`config.mk`:
```
export PLATFORM = sky130hd
export DESIGN_NAME = l2_mem_write_buffer_flat
export DESIGN_NICKNAME = d
export VERILOG_FILES = /design/src/rtl/l2_mem_write_buffer_if.sv /design/src/rtl/l2_mem_write_buffer.sv /design/src/flat_wrapper.sv
export SDC_FILE = /design/constraint.sdc
export NUM_CORES = 2
export LEC_CHECK = 0
export ABC_AREA = 0
export BUFFER_PORTS_ARGS = -buffer_cell sky130_fd_sc_hd__buf_2
export CORE_ASPECT_RATIO = 0.75
export CORE_UTILIZATION = 50
export CTS_BUF_LIST = sky130_fd_sc_hd__clkbuf_4 sky130_fd_sc_hd__clkbuf_8
export CTS_CLUSTER_DIAMETER = 120
export CTS_CLUSTER_SIZE = 10
export DETAILED_ROUTE_END_ITERATION = 7
export GPL_TIMING_DRIVEN = 0
export PLACE_DENSITY_LB_ADDON = 0.15
export REMOVE_ABC_BUFFERS = 1
export SLEW_MARGIN = 10
export SYNTH_ARGS = -nofsm -noshare
export SYNTH_HDL_FRONTEND = slang
export SYNTH_SLANG_ARGS = --single-unit
```
`constraint.sdc`:
```
create_clock -name clk -period 12.1 [get_ports clk]
set_input_delay 0 -clock clk [delete_from_list [all_inputs] [get_ports clk]]
set_output_delay 0 -clock clk [all_outputs]
set_load 0.02 [all_outputs]
```
`src/rtl/l2_mem_write_buffer_if.sv`:
```
// L2-side request/response and memory-side handshake signals of the line write buffer.
// slave is the buffer's view; master is the view of the L2/memory environment around it.
interface l2_mem_write_buffer_if;
  logic         l2_read;
  logic         l2_write;
  logic [27:0]  l2_addr;
  logic [127:0] l2_wdata;
  logic [127:0] l2_rdata;
  logic         l2_ready;
  logic         mem_read;
  logic         mem_write;
  logic [27:0]  mem_addr;
  logic [127:0] mem_wdata;
  logic [127:0] mem_rdata;
  logic         mem_ready;
  logic         wb_empty;

  modport slave (
    input  l2_read, l2_write, l2_addr, l2_wdata, mem_rdata, mem_ready,
    output l2_rdata, l2_ready, mem_read, mem_write, mem_addr, mem_wdata, wb_empty
  );

  modport master (
    output l2_read, l2_write, l2_addr, l2_wdata, mem_rdata, mem_ready,
    input  l2_rdata, l2_ready, mem_read, mem_write, mem_addr, mem_wdata, wb_empty
  );
endinterface

```
`src/rtl/l2_mem_write_buffer.sv`:
```
// Coalescing line write buffer: write/read-hit complete in 1 cycle, read misses bypass drains.
// Writes stall (no l2_ready) when full or when hitting the head line currently being written out.
module l2_mem_write_buffer #(
  parameter int DEPTH = 4,
  parameter int PTR_W = 2
) (
  input  logic                  clk,
  input  logic                  reset,
  l2_mem_write_buffer_if.slave  bus
);

  localparam logic [1:0] S_IDLE = 2'd0;
  localparam logic [1:0] S_RD   = 2'd1;
  localparam logic [1:0] S_RESP = 2'd2;
  localparam logic [1:0] S_WR   = 2'd3;
  localparam logic [PTR_W:0] FULL_CNT = (PTR_W+1)'(DEPTH);

  logic [DEPTH-1:0] r_vld;
  logic [27:0]      r_addr [DEPTH];
  logic [127:0]     r_data [DEPTH];
  logic [PTR_W-1:0] r_head;
  logic [PTR_W-1:0] r_tail;
  logic [PTR_W:0]   r_count;
  logic [1:0]       r_state;
  logic             r_pend;
  logic [27:0]      r_pend_addr;
  logic [127:0]     r_l2_rdata;
  logic             r_l2_ready;
  logic             r_mem_read;
  logic             r_mem_write;
  logic [27:0]      r_mem_addr;
  logic [127:0]     r_mem_wdata;
  logic             r_wb_empty;

  logic             w_hit;
  logic [PTR_W-1:0] w_hit_idx;
  logic             w_req_ok;
  logic             w_wr;
  logic             w_rd;
  logic             w_wr_blk;
  logic             w_wr_coal;
  logic             w_wr_alloc;
  logic             w_rd_hit;
  logic             w_rd_miss;
  logic             w_retire;
  logic [PTR_W:0]   w_count_nxt;
  logic [1:0]       w_state_nxt;
  logic             w_pend_nxt;

  always_comb begin
    w_hit     = 1'b0;
    w_hit_idx = '0;
    for (int i = 0; i < DEPTH; i++) begin
      if (r_vld[i] && (r_addr[i] == bus.l2_addr)) begin
        w_hit     = 1'b1;
        w_hit_idx = PTR_W'(i);
      end
    end
  end

  always_comb begin
    // The pending read keeps L2 blocked, so its still-held request is not re-sampled.
    w_req_ok   = !r_l2_ready && !r_pend;
    w_wr       = w_req_ok && bus.l2_write;
    w_rd       = w_req_ok && bus.l2_read && !bus.l2_write;
    w_wr_blk   = w_hit && (r_state == S_WR) && (w_hit_idx == r_head);
    w_wr_coal  = w_wr && w_hit && !w_wr_blk;
    w_wr_alloc = w_wr && !w_hit && (r_count != FULL_CNT);
    w_rd_hit   = w_rd && w_hit;
    w_rd_miss  = w_rd && !w_hit;
    w_retire   = (r_state == S_WR) && bus.mem_ready;

    w_count_nxt = r_count;
    if (w_wr_alloc && !w_retire) w_count_nxt = r_count + 1'b1;
    if (!w_wr_alloc && w_retire) w_count_nxt = r_count - 1'b1;

    w_state_nxt = r_state;
    case (r_state)
      S_IDLE: begin
        if (r_pend || w_rd_miss)  w_state_nxt = S_RD;
        else if (r_count != '0)   w_state_nxt = S_WR;
      end
      S_RD:    if (bus.mem_ready) w_state_nxt = S_RESP;
      S_RESP:  w_state_nxt = S_IDLE;
      default: if (bus.mem_ready) w_state_nxt = S_IDLE;
    endcase

    w_pend_nxt = (r_state == S_RESP) ? 1'b0 : (r_pend || w_rd_miss);
  end

  always_ff @(posedge clk) begin
    if (reset) begin
      r_vld       <= '0;
      r_head      <= '0;
      r_tail      <= '0;
      r_count     <= '0;
      r_state     <= S_IDLE;
      r_pend      <= 1'b0;
      r_pend_addr <= '0;
      r_l2_rdata  <= '0;
      r_l2_ready  <= 1'b0;
      r_mem_read  <= 1'b0;
      r_mem_write <= 1'b0;
      r_mem_addr  <= '0;
      r_mem_wdata <= '0;
      r_wb_empty  <= 1'b1;
      for (int i = 0; i < DEPTH; i++) begin
        r_addr[i] <= '0;
        r_data[i] <= '0;
      end
    end else begin
      r_l2_ready <= 1'b0;
      r_count    <= w_count_nxt;
      r_state    <= w_state_nxt;
      r_pend     <= w_pend_nxt;
      r_wb_empty <= (w_count_nxt == '0) && (w_state_nxt == S_IDLE) && !w_pend_nxt;

      if (w_wr_coal) begin
        r_data[w_hit_idx] <= bus.l2_wdata;
        r_l2_ready        <= 1'b1;
      end
      if (w_wr_alloc) begin
        r_vld[r_tail]  <= 1'b1;
        r_addr[r_tail] <= bus.l2_addr;
        r_data[r_tail] <= bus.l2_wdata;
        r_tail         <= r_tail + 1'b1;
        r_l2_ready     <= 1'b1;
      end
      if (w_rd_hit) begin
        r_l2_rdata <= r_data[w_hit_idx];
        r_l2_ready <= 1'b1;
      end
      if (w_rd_miss) r_pend_addr <= bus.l2_addr;
      if (w_retire) begin
        r_vld[r_head] <= 1'b0;
        r_head        <= r_head + 1'b1;
      end

      case (r_state)
        S_IDLE: begin
          if (r_pend || w_rd_miss) begin
            r_mem_read <= 1'b1;
            r_mem_addr <= r_pend ? r_pend_addr : bus.l2_addr;
          end else if (r_count != '0) begin
            r_mem_write <= 1'b1;
            r_mem_addr  <= r_addr[r_head];
            // A same-edge coalesce into the head must reach memory, not be lost on retire.
            r_mem_wdata <= (w_wr_coal && (w_hit_idx == r_head)) ? bus.l2_wdata : r_data[r_head];
          end
        end
        S_RD: begin
          if (bus.mem_ready) begin
            r_mem_read <= 1'b0;
            r_l2_rdata <= bus.mem_rdata;
          end
        end
        S_RESP:  r_l2_ready <= 1'b1;
        default: if (bus.mem_ready) r_mem_write <= 1'b0;
      endcase
    end
  end

  assign bus.l2_rdata  = r_l2_rdata;
  assign bus.l2_ready  = r_l2_ready;
  assign bus.mem_read  = r_mem_read;
  assign bus.mem_write = r_mem_write;
  assign bus.mem_addr  = r_mem_addr;
  assign bus.mem_wdata = r_mem_wdata;
  assign bus.wb_empty  = r_wb_empty;

endmodule

```
`src/flat_wrapper.sv`:
```
// flat-port wrapper written by rule: the top's interface ports become plain ports
module l2_mem_write_buffer_flat 
#(
  parameter int DEPTH = 4,
  parameter int PTR_W = 2
)
  (clk, reset, bus_l2_read, bus_l2_write, bus_l2_addr, bus_l2_wdata, bus_mem_rdata, bus_mem_ready, bus_l2_rdata, bus_l2_ready, bus_mem_read, bus_mem_write, bus_mem_addr, bus_mem_wdata, bus_wb_empty);
  l2_mem_write_buffer_if bus_i ();
  input  logic clk;
  input  logic reset;
  input wire logic [$bits(bus_i.l2_read)-1:0] bus_l2_read;
  input wire logic [$bits(bus_i.l2_write)-1:0] bus_l2_write;
  input wire logic [$bits(bus_i.l2_addr)-1:0] bus_l2_addr;
  input wire logic [$bits(bus_i.l2_wdata)-1:0] bus_l2_wdata;
  input wire logic [$bits(bus_i.mem_rdata)-1:0] bus_mem_rdata;
  input wire logic [$bits(bus_i.mem_ready)-1:0] bus_mem_ready;
  output wire logic [$bits(bus_i.l2_rdata)-1:0] bus_l2_rdata;
  output wire logic [$bits(bus_i.l2_ready)-1:0] bus_l2_ready;
  output wire logic [$bits(bus_i.mem_read)-1:0] bus_mem_read;
  output wire logic [$bits(bus_i.mem_write)-1:0] bus_mem_write;
  output wire logic [$bits(bus_i.mem_addr)-1:0] bus_mem_addr;
  output wire logic [$bits(bus_i.mem_wdata)-1:0] bus_mem_wdata;
  output wire logic [$bits(bus_i.wb_empty)-1:0] bus_wb_empty;
  assign bus_i.l2_read = bus_l2_read;
  assign bus_i.l2_write = bus_l2_write;
  assign bus_i.l2_addr = bus_l2_addr;
  assign bus_i.l2_wdata = bus_l2_wdata;
  assign bus_i.mem_rdata = bus_mem_rdata;
  assign bus_i.mem_ready = bus_mem_ready;
  assign bus_l2_rdata = bus_i.l2_rdata;
  assign bus_l2_ready = bus_i.l2_ready;
  assign bus_mem_read = bus_i.mem_read;
  assign bus_mem_write = bus_i.mem_write;
  assign bus_mem_addr = bus_i.mem_addr;
  assign bus_mem_wdata = bus_i.mem_wdata;
  assign bus_wb_empty = bus_i.wb_empty;
  l2_mem_write_buffer #(.DEPTH(DEPTH), .PTR_W(PTR_W)) u_core (.clk(clk), .reset(reset), .bus(bus_i));
endmodule
```
# --- After elaboration in Yosys (flattened, before gate mapping) ---
# Memory sizes are Yosys's and may differ from the RTL's. A register that Yosys moved wholly into a read port is not among the register bits.
# Cells that the tools add are included.
word_totals:
  regBits: 331
  ram_bits: 624
  inputBits: 289
  elab_cells: 149
  n_memories: 2
op_classes:
  n_addsub: 4
  n_lt_le_gt_ge: 4
  eq_ne: 14
  n_mux: 57
  bitwise: 6
  reduce_logical: 47
mem_list:
  columns: ["name", "words", "width", "read_ports", "rd_ports_with_merged_regs", "write_ports", "line_no", "source"]
  rows:
  - ["u_core.r_data", 4, 128, 2, 1, 4, "l2_mem_write_buffer.sv:20", "logic [127:0] r_data [DEPTH];"]
  - ["u_core.r_addr", 4, 28, 5, 1, 4, "l2_mem_write_buffer.sv:19", "logic [27:0] r_addr [DEPTH];"]
op_table:
  columns: ["operator", "count"]
  rows:
  - ["two-way mux 128 bit", 6]
  - ["OR reduction 128 bit", 2]
  - ["== test 28 bit", 4]
  - ["two-way mux 28 bit", 4]
  - ["OR reduction 28 bit", 1]
  - ["two-way mux 1 bit", 26]
  - ["logical AND 1 bit", 23]
  - ["two-way mux 2 bit", 11]
  - ["two-way mux 4 bit", 3]
  - ["zero test 1 bit", 8]
  - ["less-than comparator 2 x 3 -> 1 bit (second input constant)", 2]
  - ["two-way mux 3 bit", 2]
  - ["case mux 2 bit (3 select lines)", 1]
  - ["AND reduction 3 bit", 2]
  - ["nonzero test 2 bit", 3]
  - ["adder 2 x 1 -> 2 bit (second input constant)", 2]
  - ["AND 4 bit", 1]
  - ["demux 1 bit (select 2 bit)", 2]
  - ["== test 2 bit", 2]
  - ["== test 2 bit (second input constant)", 2]
  - [">= comparator 2 x 1 -> 1 bit (second input constant)", 2]
  - ["zero test 2 bit", 2]
  - ["inequality test 2 x 1 -> 1 bit (second input constant)", 2]
  - ["inequality test 2 bit (second input constant)", 2]
  - ["15 further kinds", 17]

# --- Depth between registers and ports, before layout ---
# An unclocked memory read counts as a cell.
logic_depth:
  depth_word: 18
  depth_mapped: 13

# --- Worst setup path after synthesis ---
# OpenSTA, ideal clock, no wires.
synth_path:
  path_kind: "reg2reg"
  from: "memory u_core.r_addr[1][23]"
  to: "memory u_core.r_data[2][0] (enable)"
  setup_time_ns: 0.792
  arrival_time_ns: 11.485
  required_ns: 11.308
  setup_slack_ns: -0.177
  stages_incl_launch_ff: 10
  path_buffers: 1
  synth_period_minus_slack_ns: 12.277
  path_cell_list: "edfxtp_1 -> xor2_1 -> or4_1 -> or4_1 -> nor3_1 -> nor2_1 -> a2111o_1 -> a2bb2oi_1 -> buf_2 -> o21ai_0"
synth_lines:
  columns: ["element", "line_no"]
  rows:
  - ["start: declaration", "l2_mem_write_buffer.sv:19"]
  - ["end: declaration", "l2_mem_write_buffer.sv:20"]

==> flow_summary_export.csv <==
group,metric,value,unit
status,status,"completed",
placement,place_worst_setup_slack,5330,ps
global_routing,antenna_found_initial,7,
timing,fin_crit_sh,0.573,
power,swShare,0.321,
critical_path,worstSetupPathType,"flip-flop to flip-flop",
synthesis,synth.top_cell.area_share,0.438,
hold_path,hold_path_depth,4,
timing,finalClockSkew,45.9,ps
synthesis,synth_warnings,0,
critical_path,regToRegSetupSlack,5160,ps
synthesis,synth_area_leaders,"edfxtp_1 (44%), dfxtp_1 (13%), mux4_2 (6.8%)",
finish,area_growth,28.8,%
cts,clockBufferDepth,3,
floorplan,rows,101,
timing,slew_headroom,0.238,
finish,layout-drive-gt1-share,0.224,
global_routing,grt_usage,0.344,
global_routing,grt_overflow,0,
power,comb_power_share,0.252,
drt,drc,0,
drt,drt_iter0_markers,4476,
floorplan,die-height,280,µm
power,powerDensity,149,nW/µm²
drt,viasPerCell,6.08,
power,p_int,6700,µW
critical_path,r2r-end,"u_core.r_data[0][29]$_SDFFCE_PN0P_",
power,power_frac_clock,0.262,
synthesis,yosys.area.top_type,"edfxtp_1",
synthesis,ys_ff_latch,1085,
global_routing,first_global_vias,42880,
drt,firstDrtPassIters,6,
synthesis,ys.flop_type,"edfxtp_1",
floorplan,start_util,0.507,
placement,io_buffers,576,
floorplan,fp.dieW,373,µm
placement,hpwl,108,mm
synthesis,yosysSeqAreaShare,0.568,
timing,fmax,144,MHz
timing,final_hold_viol_count,0,
critical_path,ff2ff_path_depth,15,
critical_path,start_kind,"flip-flop",
synthesis,yosysUniqueCellTypes,51,
critical_path,arrival,7430,ps
cts,htree_levels,3,
power,pwr-share-seq,0.486,
synthesis,synth_cells,4610,
finish,nets,5946,
critical_path,worstPathRequired,12600,ps
power,p_sw,3160,µW
drt,wl,183,mm
placement,place_congestion,0.905,
power,ir_worst_vdd,0.137,mV
drt,vias,43124,
drt,wl_per_cell,25.8,µm
floorplan,dieArea,104000,µm²
global_routing,grt_pass1_wl,269,mm
synthesis,synth-edff-count,752,
cts,clockRootBuffer,"clkbuf_8",
timing,finalCriticalPeriod,6940,ps
hold_path,min_from,"bus_l2_wdata[12]",
critical_path,end_kind,"flip-flop",
drt,ant_nets,0,
global_routing,grt_start_max_net_pins,108,
cts,numCtsBuffers,118,
power,power_leakage,0.0259,µW
timing,finalSetupViolCount,0,
timing,grt_setup_unrepaired,"no",
cts,post_cts_buffers,0,
timing,worst_slew_pin_slew,1130,ps
cts,cts_tree,"built",
cts,clk_latency,830,ps
synthesis,synthArstFlopShare,0,
finish,fin_util,0.653,
timing,holdWs,67.2,ps
cts,clk_pin_slew,80,ps
run,maxCapViolCount,0,
hold_path,min_path_type,"input pin to flip-flop",
cts,clock_sinks,1085,
timing,drv_slew,0,
critical_path,r2r_start,"u_core.r_addr[2][4]$_SDFFCE_PN0P_",
timing,fin_ws,5160,ps
power,totalPowerFinal,9860,µW
critical_path,crit_fanout,43,
floorplan,ios,577,
synthesis,synth_area,51500,µm²
floorplan,coreArea,102000,µm²
synthesis,synth.avg_cell_area,11.2,µm²
[critical path, cell delays in order (launching register included)]
cell and delay (ps):
edfxtp_1 410, xnor2_1 450, nand4_1 220, a2111oi_0 820
nand3_4 720, buf_16 450, and4_1 290, a2111oi_4 790
buf_8 240, o21ai_4 250, buf_16 290, buf_16 180
nand2_4 500, buf_16 360, buf_12 260, buf_12 260
[layout by cell type (no fill, tap or decap), types with 21 or more instances in the layout]
cell type / n
a211oi_1: 262
a21oi_1: 148
a22o_1: 28
and2_1: 83
and3_1: 33
buf_12: 47
buf_16: 70
buf_2: 577
buf_6: 25
clkbuf_4: 97
clkbuf_8: 119
dfxtp_1: 326
dlygate4sd3_1: 586
edfxtp_1: 752
inv_1: 143
mux2_2: 128
mux2i_1: 184
mux4_2: 156
nand2_1: 572
nand4_1: 36
nor2_1: 430
nor3_1: 268
o21ai_0: 287
o21bai_1: 129
xnor2_1: 96
xor2_1: 21
[layout make-up]
class / count / area, µm²
clock inverters: 6 / 66.3
well taps: 1339 / 1680
clock buffers: 216 / 2370
inverters: 145 / 559
diodes: 6 / 15.0
flip-flops and latches: 1085 / 29300
fillers: 7647 / 35200
multi-input cells: 2966 / 20300
repair buffers: 1325 / 12200
[power by group through the flow]
stage | Sequential, µW | Combinational [µW] | Clock, µW
after floorplan | 4990 | 1060 | 0
after global placement | 5020 | 1950 | 0
after detailed placement | 4860 | 2270 | 0
after CTS | 4780 | 2440 | 2610
after global routing | 4840 | 2610 | 2740
final | 4790 | 2490 | 2580
[worst max path at each step]
stage	from	slack [ps]	end
4_1_cts	u_core.r_addr[2][13]$_SDFFCE_PN0P_	5300	u_core.r_data[0][126]$_SDFFCE_PN0P_
2_1_floorplan	u_core.r_addr[1][23]$_SDFFCE_PN0P_	-15540	u_core.r_data[2][0]$_SDFFCE_PN0P_
3_5_place_dp	u_core.r_addr[2][4]$_SDFFCE_PN0P_	5330	u_core.r_data[0][21]$_SDFFCE_PN0P_
3_3_place_gp	u_core.r_addr[1][12]$_SDFFCE_PN0P_	-67890	u_core.r_data[2][95]$_SDFFCE_PN0P_
5_1_grt	u_core.r_addr[2][13]$_SDFFCE_PN0P_	5030	u_core.r_data[0][50]$_SDFFCE_PN0P_
6_report	u_core.r_addr[2][4]$_SDFFCE_PN0P_	5160	u_core.r_data[0][29]$_SDFFCE_PN0P_
[per-stage QoR]
stage / TNS (ps) / cell area (µm²) / std cells
floorplan: -6485240 / 49800 / 4196
global placement: - / 54400 / 6111
detailed placement: 0 / 58000 / 6274
CTS: 0 / 66300 / 7082
global route: 0 / 66400 / 7087
finish: 0 / 66400 / 7088
[synth_stat cells (63+ instances only)]
library cell  instances
a211oi_1            262
a21oi_1             152
and2_1               84
buf_2                63
clkbuf_1            332
dfxtp_1             333
edfxtp_1            752
inv_1               145
mux2_2              128
mux2i_1             184
mux4_2              156
nand2_1             575
nor2_1              434
nor3_1              269
o21ai_0             291
o21bai_1            129
xnor2_1              96
[what timing repair did]
action / 4_1_cts / 5_1_grt
endpoints found under the hold margin: 1083 / 0
hold buffers: 586 / 0
endpoints found under the setup margin: 0 / 0
resized for setup: 0 / 0
[per-layer routing]
| metal | global-route usage | share of wire |
|---|---|---|
| met3 | 0.0685 | 0.094 |
| met1 | 0.450 | 0.40 |
| met4 | 0.144 | 0.039 |
| met2 | 0.557 | 0.47 |
| met5 | 0 | 0 |
[kinds of logic (layout without fill, tap and decap cells)]
kind of cell | after synthesis | count (layout) | synth area share
AND/OR/NAND/NOR | 1485 | 1485 | 0.125
buffers and inverters | 559 | 1692 | 0.0431
AO/OA/AOI/OAI | 880 | 880 | 0.108
other | 0 | 6 | 0
flip-flops | 1085 | 1085 | 0.568
multiplexers | 468 | 468 | 0.132
adder cells (fa/ha/maj) | 16 | 16 | 0.00389
XOR/XNOR | 117 | 117 | 0.0199
Power figures use the tool's default switching activity.
